[src/rtl/rr_arbiter_pkg.sv]
// Shared definitions for the round-robin arbiter: FSM state encoding and
// the derivation of the encoded grant-index width.
package rr_arbiter_pkg;

   typedef enum logic {
      ST_IDLE  = 1'b0,
      ST_GRANT = 1'b1
   } state_t;

   function automatic int calc_idw(input int n);
      return (n > 1) ? $clog2(n) : 1;
   endfunction

endpackage

[src/rtl/rr_arbiter_if.sv]
// Request/grant bundle between the requesters (master) and the arbiter (slave).
interface rr_arbiter_if
   import rr_arbiter_pkg::*;
#(
   parameter int N        = 4,
   parameter int MAX_HOLD = 8
);
   localparam int IDW = calc_idw(N);
   localparam int HCW = $clog2(MAX_HOLD + 1);

   logic [N-1:0]   req;
   logic [N-1:0]   gnt;
   logic [IDW-1:0] gnt_id;
   logic           busy;
   logic [HCW-1:0] hold_cnt;

   modport master (output req, input gnt, gnt_id, busy, hold_cnt);
   modport slave  (input req, output gnt, gnt_id, busy, hold_cnt);
endinterface

[src/rtl/rr_pick.sv]
// Combinational round-robin search: first set request at or after i_start,
// wrapping modulo N. Rotate so i_start lands on bit 0, priority-encode, un-rotate.
module rr_pick #(
   parameter int N   = 4,
   parameter int IDW = 2
) (
   input  logic [N-1:0]   i_req,
   input  logic [IDW-1:0] i_start,
   output logic [IDW-1:0] o_winner,
   output logic           o_found
);
   localparam logic [IDW:0] NL = (IDW + 1)'(N);

   logic [N-1:0]   w_rot;
   logic [IDW:0]   w_lsh;
   logic [IDW-1:0] w_k;
   logic           w_any;
   logic [IDW:0]   w_sum;

   assign w_lsh = NL - {1'b0, i_start};
   assign w_rot = (i_req >> i_start) | (i_req << w_lsh);

   always_comb begin
      w_k   = '0;
      w_any = 1'b0;
      for (int i = N - 1; i >= 0; i--) begin
         if (w_rot[i]) begin
            w_k   = IDW'(i);
            w_any = 1'b1;
         end
      end
   end

   assign w_sum    = {1'b0, i_start} + {1'b0, w_k};
   assign o_winner = (w_sum >= NL) ? IDW'(w_sum - NL) : w_sum[IDW-1:0];
   assign o_found  = w_any;
endmodule

[src/rtl/rr_arbiter.sv]
// Round-robin arbiter with hold limit: registered one-hot grant, held while the
// owner requests, forced to rotate after MAX_HOLD consecutive cycles.
module rr_arbiter
   import rr_arbiter_pkg::*;
#(
   parameter int N        = 4,
   parameter int MAX_HOLD = 8
) (
   input  logic         clk,
   input  logic         rst,
   rr_arbiter_if.slave  bus
);
   localparam int             IDW  = calc_idw(N);
   localparam int             HCW  = $clog2(MAX_HOLD + 1);
   localparam logic [IDW-1:0] LAST = IDW'(N - 1);
   localparam logic [HCW-1:0] HMAX = HCW'(MAX_HOLD - 1);
   localparam logic [N-1:0]   ONE  = {{(N-1){1'b0}}, 1'b1};

   state_t         r_state, w_state_nxt;
   logic [N-1:0]   r_gnt, w_gnt_nxt;
   logic [IDW-1:0] r_gnt_id, w_gnt_id_nxt;
   logic [IDW-1:0] r_last, w_last_nxt;
   logic [HCW-1:0] r_hold, w_hold_nxt;

   logic [IDW-1:0] w_start;
   logic [IDW-1:0] w_win;
   logic           w_found;
   logic           w_own_req;
   logic           w_timeout;

   // In GRANT the owner is always r_last, so one search from r_last+1 serves
   // both the idle pick and the release/timeout handoff.
   assign w_start = (r_last == LAST) ? '0 : r_last + 1'b1;

   rr_pick #(.N(N), .IDW(IDW)) u_pick (
      .i_req    (bus.req),
      .i_start  (w_start),
      .o_winner (w_win),
      .o_found  (w_found)
   );

   assign w_own_req = |(bus.req & r_gnt);
   assign w_timeout = w_own_req && (r_hold == HMAX);

   always_comb begin
      w_state_nxt  = r_state;
      w_gnt_nxt    = r_gnt;
      w_gnt_id_nxt = r_gnt_id;
      w_last_nxt   = r_last;
      w_hold_nxt   = r_hold;
      case (r_state)
         ST_GRANT: begin
            if (w_own_req && !w_timeout) begin
               w_hold_nxt = r_hold + 1'b1;
            end else if (w_found) begin
               w_gnt_nxt    = ONE << w_win;
               w_gnt_id_nxt = w_win;
               w_last_nxt   = w_win;
               w_hold_nxt   = '0;
            end else begin
               w_state_nxt  = ST_IDLE;
               w_gnt_nxt    = '0;
               w_gnt_id_nxt = '0;
               w_hold_nxt   = '0;
            end
         end
         default: begin
            w_gnt_nxt    = '0;
            w_gnt_id_nxt = '0;
            w_hold_nxt   = '0;
            if (w_found) begin
               w_state_nxt  = ST_GRANT;
               w_gnt_nxt    = ONE << w_win;
               w_gnt_id_nxt = w_win;
               w_last_nxt   = w_win;
            end
         end
      endcase
   end

   always_ff @(posedge clk) begin
      if (rst) begin
         r_state  <= ST_IDLE;
         r_gnt    <= '0;
         r_gnt_id <= '0;
         r_last   <= LAST;
         r_hold   <= '0;
      end else begin
         r_state  <= w_state_nxt;
         r_gnt    <= w_gnt_nxt;
         r_gnt_id <= w_gnt_id_nxt;
         r_last   <= w_last_nxt;
         r_hold   <= w_hold_nxt;
      end
   end

   assign bus.gnt      = r_gnt;
   assign bus.gnt_id   = r_gnt_id;
   assign bus.busy     = |r_gnt;
   assign bus.hold_cnt = r_hold;
endmodule

[src/flat_wrapper.sv]
// flat-port wrapper written by rule: the top's interface ports become plain ports
module rr_arbiter_flat import rr_arbiter_pkg::*;
#(
   parameter int N        = 4,
   parameter int MAX_HOLD = 8
)
  (clk, rst, bus_req, bus_gnt, bus_gnt_id, bus_busy, bus_hold_cnt);
  rr_arbiter_if #(.N(N), .MAX_HOLD(MAX_HOLD)) bus_i ();
  input  logic clk;
  input  logic rst;
  input wire logic [$bits(bus_i.req)-1:0] bus_req;
  output wire logic [$bits(bus_i.gnt)-1:0] bus_gnt;
  output wire logic [$bits(bus_i.gnt_id)-1:0] bus_gnt_id;
  output wire logic [$bits(bus_i.busy)-1:0] bus_busy;
  output wire logic [$bits(bus_i.hold_cnt)-1:0] bus_hold_cnt;
  assign bus_i.req = bus_req;
  assign bus_gnt = bus_i.gnt;
  assign bus_gnt_id = bus_i.gnt_id;
  assign bus_busy = bus_i.busy;
  assign bus_hold_cnt = bus_i.hold_cnt;
  rr_arbiter #(.N(N), .MAX_HOLD(MAX_HOLD)) u_core (.clk(clk), .rst(rst), .bus(bus_i));
endmodule
[config.mk]
export PLATFORM = sky130hd
export DESIGN_NAME = rr_arbiter_flat
export DESIGN_NICKNAME = d
export VERILOG_FILES = /design/src/rtl/rr_arbiter_pkg.sv /design/src/rtl/rr_arbiter_if.sv /design/src/rtl/rr_pick.sv /design/src/rtl/rr_arbiter.sv /design/src/flat_wrapper.sv
export SDC_FILE = /design/constraint.sdc
export NUM_CORES = 1
export LEC_CHECK = 0
export CAP_MARGIN = 20
export CORE_MARGIN = 5
export CORE_UTILIZATION = 40
export DETAILED_ROUTE_END_ITERATION = 8
export PLACE_DENSITY = 0.66
export SYNTH_ARGS = -nofsm -noshare
export SYNTH_HDL_FRONTEND = slang
export SYNTH_SLANG_ARGS = --single-unit
[constraint.sdc]
create_clock -name clk -period 3.1 [get_ports clk]
set_input_delay 0.775 -clock clk [delete_from_list [all_inputs] [get_ports clk]]
set_output_delay 0.775 -clock clk [all_outputs]
set_load 0.05 [all_outputs]
; Word-level counts from Yosys, hierarchy flattened
; Cells that the tools add are included.
; W data, S select, Z words.
[word_totals]
ff_bits = 13
out_inout_bits = 11
wordCells = 49
in_bits = 6
[classes]
n_lt_le_gt_ge = 1
n_shift = 3
bitwise = 4
n_eq_ne = 3
mux = 22
n_reduce_logical = 6
add_sub_neg = 5
[ops]
columns = cell, n
row1 = $mux W2, 12
row2 = $mux W4, 3
row3 = $reduce_or A4 Y1, 2
row4 = $mux W1, 7
row5 = $add A4 B1 Y4 const B, 1
row6 = $and A4 B4 Y4, 1
row7 = $eq A4 B3 Y1 const B, 1
row8 = $or A4 B4 Y4, 1
row9 = $shl A1 B2 Y4 const A, 1
row10 = $shl A4 B3 Y4, 1
row11 = $shr A4 B2 Y4, 1
row12 = $add A2 B2 Y3, 1
row13 = $ge A3 B3 Y1 const B, 1
row14 = $reduce_or A3 Y1, 1
row15 = $sub A3 B2 Y3 const A, 1
row16 = $add A2 B1 Y2 const B, 1
row17 = $eq A2 B2 Y1 const B, 1
row18 = $logic_and A1 B1 Y1, 2
row19 = $ne A2 B2 Y1 const B, 1
row20 = $not A1 Y1, 2
row21 = $sub A2 B1 Y2 const B, 1
row22 = $logic_not A1 Y1, 1

; Longest topological paths before layout
[depth]
word_depth = 16
ltp_mapped = 14

; By module
; A second synthesis with hierarchy kept.
[unflattened]
cells_unflattened = 81
hier_area_um2 = 758.2
[modules_own_cells]
columns = module, n_inst, area_each_um2, cells_each
row1 = rr_arbiter, 1, 519.2, 46
row2 = rr_pick, 1, 239.0, 35

; Least setup slack after synthesis
; OpenSTA, ideal clock, no wires.
[synth_timing]
path_kind = register to register
from = register u_core.r_last[0]
to = register u_core.r_gnt_id[1] (netlist: u_core.bus.gnt_id[1])
path_stages_with_launch = 15
path_slack_ns = 0.173
setup_time_ns = 0.079
t_arrival_ns = 2.847
path_buffers = 2
required_ns = 3.021
path_cell_list = dfxtp_1 -> buf_6 -> inv_1 -> ha_1 -> buf_6 -> mux2_2 -> nand2_1 -> o21ai_0 -> a221oi_1 -> nor2_1 -> ha_1 -> xnor2_1 -> nand4_1 -> o21ba_1 -> a211oi_2
[synth_via]
elab_chain_cells = 15
elab_cells_between_ends = 22
classes_between = add/sub: 4 / order compare: 1 / eq/ne: 1 / shift: 2 / mux: 13 / bitwise: 1
[synth_rtl]
columns = element, line
row1 = start: declaration, rr_arbiter.sv:22  ; logic [IDW-1:0] r_last, w_last_nxt;
row2 = start signal: assignment, rr_arbiter.sv:92  ; r_last <= w_last_nxt;
row3 = $add A2 B1 Y2 or $eq A2 B2 Y1 (tied branches), rr_arbiter.sv:33  ; assign w_start = (r_last == LAST) ? '0 : r_last + 1'b1;
row4 = $mux W2 (*), rr_arbiter.sv:33
row5 = $sub A3 B2 Y3, rr_pick.sv:20  ; assign w_lsh = NL - {1'b0, i_start};
row6 = $shl A4 B3 Y4, rr_pick.sv:21  ; assign w_rot = (i_req >> i_start) | (i_req << w_lsh);
row7 = $or A4 B4 Y4, rr_pick.sv:21
row8 = $mux W2 (4 in series), rr_pick.sv:27  ; if (w_rot[i]) begin
row9 = $add A2 B2 Y3, rr_pick.sv:34  ; assign w_sum = {1'b0, i_start} + {1'b0, w_k};
row10 = $ge A3 B3 Y1 or $sub A2 B1 Y2 (tied branches), rr_pick.sv:35  ; assign o_winner = (w_sum >= NL) ? IDW'(w_sum - NL) : w_sum[IDW-1:0];
row11 = $mux W2, rr_pick.sv:35
row12 = $mux W2 (*), "rr_arbiter.sv:55, rr_arbiter.sv:71"
row13 = $mux W2, rr_arbiter.sv:53  ; if (w_own_req && !w_timeout) begin
row14 = $mux W2 (*), rr_arbiter.sv:51  ; case (r_state)
row15 = end signal: assignment, rr_arbiter.sv:91  ; r_gnt_id <= w_gnt_id_nxt;
row16 = end: declaration, rr_arbiter.sv:21  ; logic [IDW-1:0] r_gnt_id, w_gnt_id_nxt;
; Mark *: on every way between the ends. The rest lies on a longest branch, timed or not. The select of a mux whose other input is x is not followed.
; A chain may end at the register's enable or synchronous reset.

; Worst setup path in the final report
[layout_timing]
from = input port bus_req[1]
to = register u_core.r_gnt_id[1] (netlist: u_core.bus.gnt_id[1])
[layout_via]
elab_chain_cells = 12
elab_cells_between_ends = 24
classes_between = add/sub: 2 / order compare: 1 / eq/ne: 1 / shift: 2 / mux: 12 / bitwise: 2 / reduce/logical: 4
[layout_rtl]
columns = element, line
row1 = start: declaration, flat_wrapper.sv:11  ; input wire logic [$bits(bus_i.req)-1:0] bus_req;
row2 = $shl A4 B3 Y4 or $shr A4 B2 Y4 (tied branches), rr_pick.sv:21
row3 = $or A4 B4 Y4, rr_pick.sv:21
row4 = $mux W2 (4 in series), rr_pick.sv:27
row5 = $add A2 B2 Y3, rr_pick.sv:34
row6 = $ge A3 B3 Y1 or $sub A2 B1 Y2 (tied branches), rr_pick.sv:35
row7 = $mux W2, rr_pick.sv:35
row8 = $mux W2, "rr_arbiter.sv:55, rr_arbiter.sv:71"
row9 = $mux W2, rr_arbiter.sv:53
row10 = $mux W2, rr_arbiter.sv:51
; Parallel ways exist; a longest one is shown, timed or not. The select of a mux whose other input is x is not followed.

==> impl_metrics.toml <==
[status]
outcome = "completed"

[yosys]
ys_top_cells_by_area = "dfxtp_1 26%, ha_1 7.5%, nor2_1 4.9%"
synth_fa_ha_area_frac = 0.0751
synth-seq-cells = 13
synth_compound_area_frac = 0.284
synth_top_area_cell = "dfxtp_1"
yosysSeqAreaShare = 0.260
yosysUniqueCellTypes = 47
synth_ff_type = "dfxtp_1"
synth_top_family_by_area = "compound AO/OA/AOI/OAI gates"
ys_async_sr_fraction = 0
synth_edf_count = 0
yosysTopAreaCellShare = 0.260
synthSimpleGateAreaFrac = 0.267
synth.cell_area_sq_um = 1000
syn_avg_cell_area_sq_um = 8.93
syn-num-nets = 124
synth_common_cells = "13 x dfxtp_1, 13 x nor2_1, 11 x nand2_1"
synthXorXnorAreaFrac = 0.0350
synth.area.mux_share = 0.0363
syn_inst = 112
ys_warn_count = 0

[worst_setup_path]
cp_num_cells = 11
end_kind = "flip-flop"
cp_cell_sequence = "clkdlybuf4s50_1 -> nand2b_1 -> a311oi_2 -> nor2_1 -> a221oi_1 -> nor2_1 -> ha_1 -> xnor2_2 -> nand4_1 -> o21ba_1 -> a211oi_2"
critPathBufInv = 1
worstSetupPathType = "in2reg"
worst_path_most_repeated_cell = "nor2_1"
critPathMaxFanout = 5
cp.arrival_ns = 3.08
cp_data_required_time_ns = 3.31
max_stage_delay_ns = 0.55
cp_top_family = "compound AO/OA/AOI/OAI gates"
r2r_cells = 12
critPathSlowestCell = "clkdlybuf4s50_1"
cp-start-kind = "input pin"

[route]
wire_per_inst_um = 14.0
routed_via_density = 5.39
m1WireLength_um = 1180
final_antenna_net_count = 0
finalWirelength_um = 2440
top_layer_used = "met4"
drt_iter0_drc = 24
drt_drc_violations_left = 0
drt_first_pass_iters = 6
wl_met3_um = 152
vias = 938
dr_wl_met2_um = 1100

[clock_tree]
clock_sinks = 13
cts_buffers = 3
cts_buffer_depth = 2
ctsHoldBuffers = 0
cts-root-buf = "clkbuf_4"
clkSlewWorstSetupHoldPaths_ns = 0.08
cts_tree = "built"
worstSkewPairLatency_ns = 0.28
cts-htree-levels = 1

[floorplan]
ios = 17
dieArea_sq_um = 3600
fp.coreArea_sq_um = 2430
num_rows = 18
die_h_um = 60.0
start_util = 0.411
fp.dieW_um = 60.0

[worst_hold_path]
hold_depth = 2
hp-class = "reg2reg"

[flow_run]
cap_viol_max_count = 0

[global_routing]
grt_pass1_vias = 960
grtUsageTotal = 0.158
grt_overflow_total = 0
antenna_found_initial = 0
grt_max_degree = 10
grt_pass1_wl_um = 4300

[final_layout]
final_area_sq_um = 1320
nFillCells = 228
drive_gt1_frac = 0.285
nNetsFinal = 157
syn2layout_area_growth_pct = 32.3
fin_util = 0.544
antennaDiodeCount = 0

[place]
hpwl_um = 1930
gp_congestion = 0.835
dpl_cell_area_sq_um = 1280
port_buffers = 16

[sta]
finalCritPeriodShare = 0.925
setup_viol = 0
slew_headroom = 0.661
max_freq_ghz = 0.349
worstMarginPinSlew_ns = 0.506
fin_crit_ns = 2.87
hold_slack_ns = 0.461
hold_viol = 0
fin_worst_skew_ns = 0.00515
slew_viol_final = 0
rsz0062_at_grt = "false"

[power_and_ir_drop]
p_per_area_nw_per_um2 = 1180
total_leakage_power_nw = 0.532
max-vdd-ir-drop_uv = 606
[where the power goes]
group	leakage, nW	switching (W)	total [W]	internal, W
sequential	0.107	0.0000539	0.000268	0.000214
clock	0.0177	0.0000600	0.000108	0.0000479
combinational	0.408	0.000667	0.00119	0.000520
[layout make-up]
cell class	instances	area [sq um]	area share
Timing Repair Buffer	31	273	0.206
Sequential cell	13	262	0.198
Clock buffer	3	22.5	0.0170
Clock inverter	1	5.00	0.00378
Tap cell	30	37.5	0.0284
Inverter	4	15.0	0.0114
Multi-Input combinational cell	92	708	0.535
[kinds of logic after synthesis]
group	count (synthesis)
AO/OA/AOI/OAI	30
XOR/XNOR	4
adder cells (fa/ha/maj)	6
buffers and inverters	7
flip-flops	13
multiplexers	3
AND/OR/NAND/NOR	49
[layer usage]
layer / vias to the layer above / GRT usage
met2: 15 / 0.244
met3: 2 / 0.0626
met5: - / 0
met4: 0 / 0.0380
met1: 436 / 0.204
li1: 485 / -
[cells in the final DEF (no fill, tap or decap), types with 4 or more instances in the layout]
cell / synthesis / final
clkdlybuf4s50_1: 0 / 16
buf_4: 0 / 15
nor2_1: 13 / 13
dfxtp_1: 13 / 12
nand2_1: 11 / 11
ha_1: 6 / 6
a21oi_1: 5 / 5
inv_1: 4 / 4
nand3_1: 4 / 4
nor3_1: 4 / 4
[sequential cells by signal (all words and copies together), names as in the netlist]
name / count
u_core.bus.gnt_id: 2
u_core.r_last: 2
u_core.r_state: 1
u_core.bus.gnt: 4
u_core.bus.hold_cnt: 4
[final timing paths]
check | slack (ns) | end | start
setup / recovery | 0.23 | u_core.bus.gnt_id[1]$_SDFFE_PP0P_ | bus_req[1]
hold / removal | 0.46 | u_core.bus.gnt_id[0]$_SDFFE_PP0P_ | u_core.bus.gnt_id[0]$_SDFFE_PP0P_
setup reg to reg | 0.38 | u_core.bus.gnt_id[1]$_SDFFE_PP0P_ | u_core.r_last[0]$_SDFFE_PP1P_
hold reg to reg | 0.46 | u_core.bus.gnt_id[0]$_SDFFE_PP0P_ | u_core.bus.gnt_id[0]$_SDFFE_PP0P_
[worst reg2reg max path, delay by kind of cell, from the launching register on]
| family | cells | cell delay [ns] |
|---|---|---|
| fa+ha+maj | 2 | 0.49 |
| xor+xnor | 1 | 0.19 |
| compound gates | 5 | 1.14 |
| flops | 1 | 0.45 |
| buf+inv | 1 | 0.11 |
| simple gates | 3 | 0.27 |
[stage by stage]
stage                     worst slack (ns)  TNS [ns]  cells  power, W
after floorplan                      0.173         0    112   0.00113
after global placement             -0.0786    -0.159    170   0.00143
after CTS                            0.156         0    174   0.00155
final                                0.231         0    174   0.00156
after detailed placement            -0.139    -0.409    170   0.00143
after global routing                0.0489         0    174   0.00169
[repair_timing]
item	4_1_cts	5_1_grt
setup endpoints to repair	0	2
buffers inserted	0	0
resized for setup	0	3
Power figures use the tool's default switching activity.
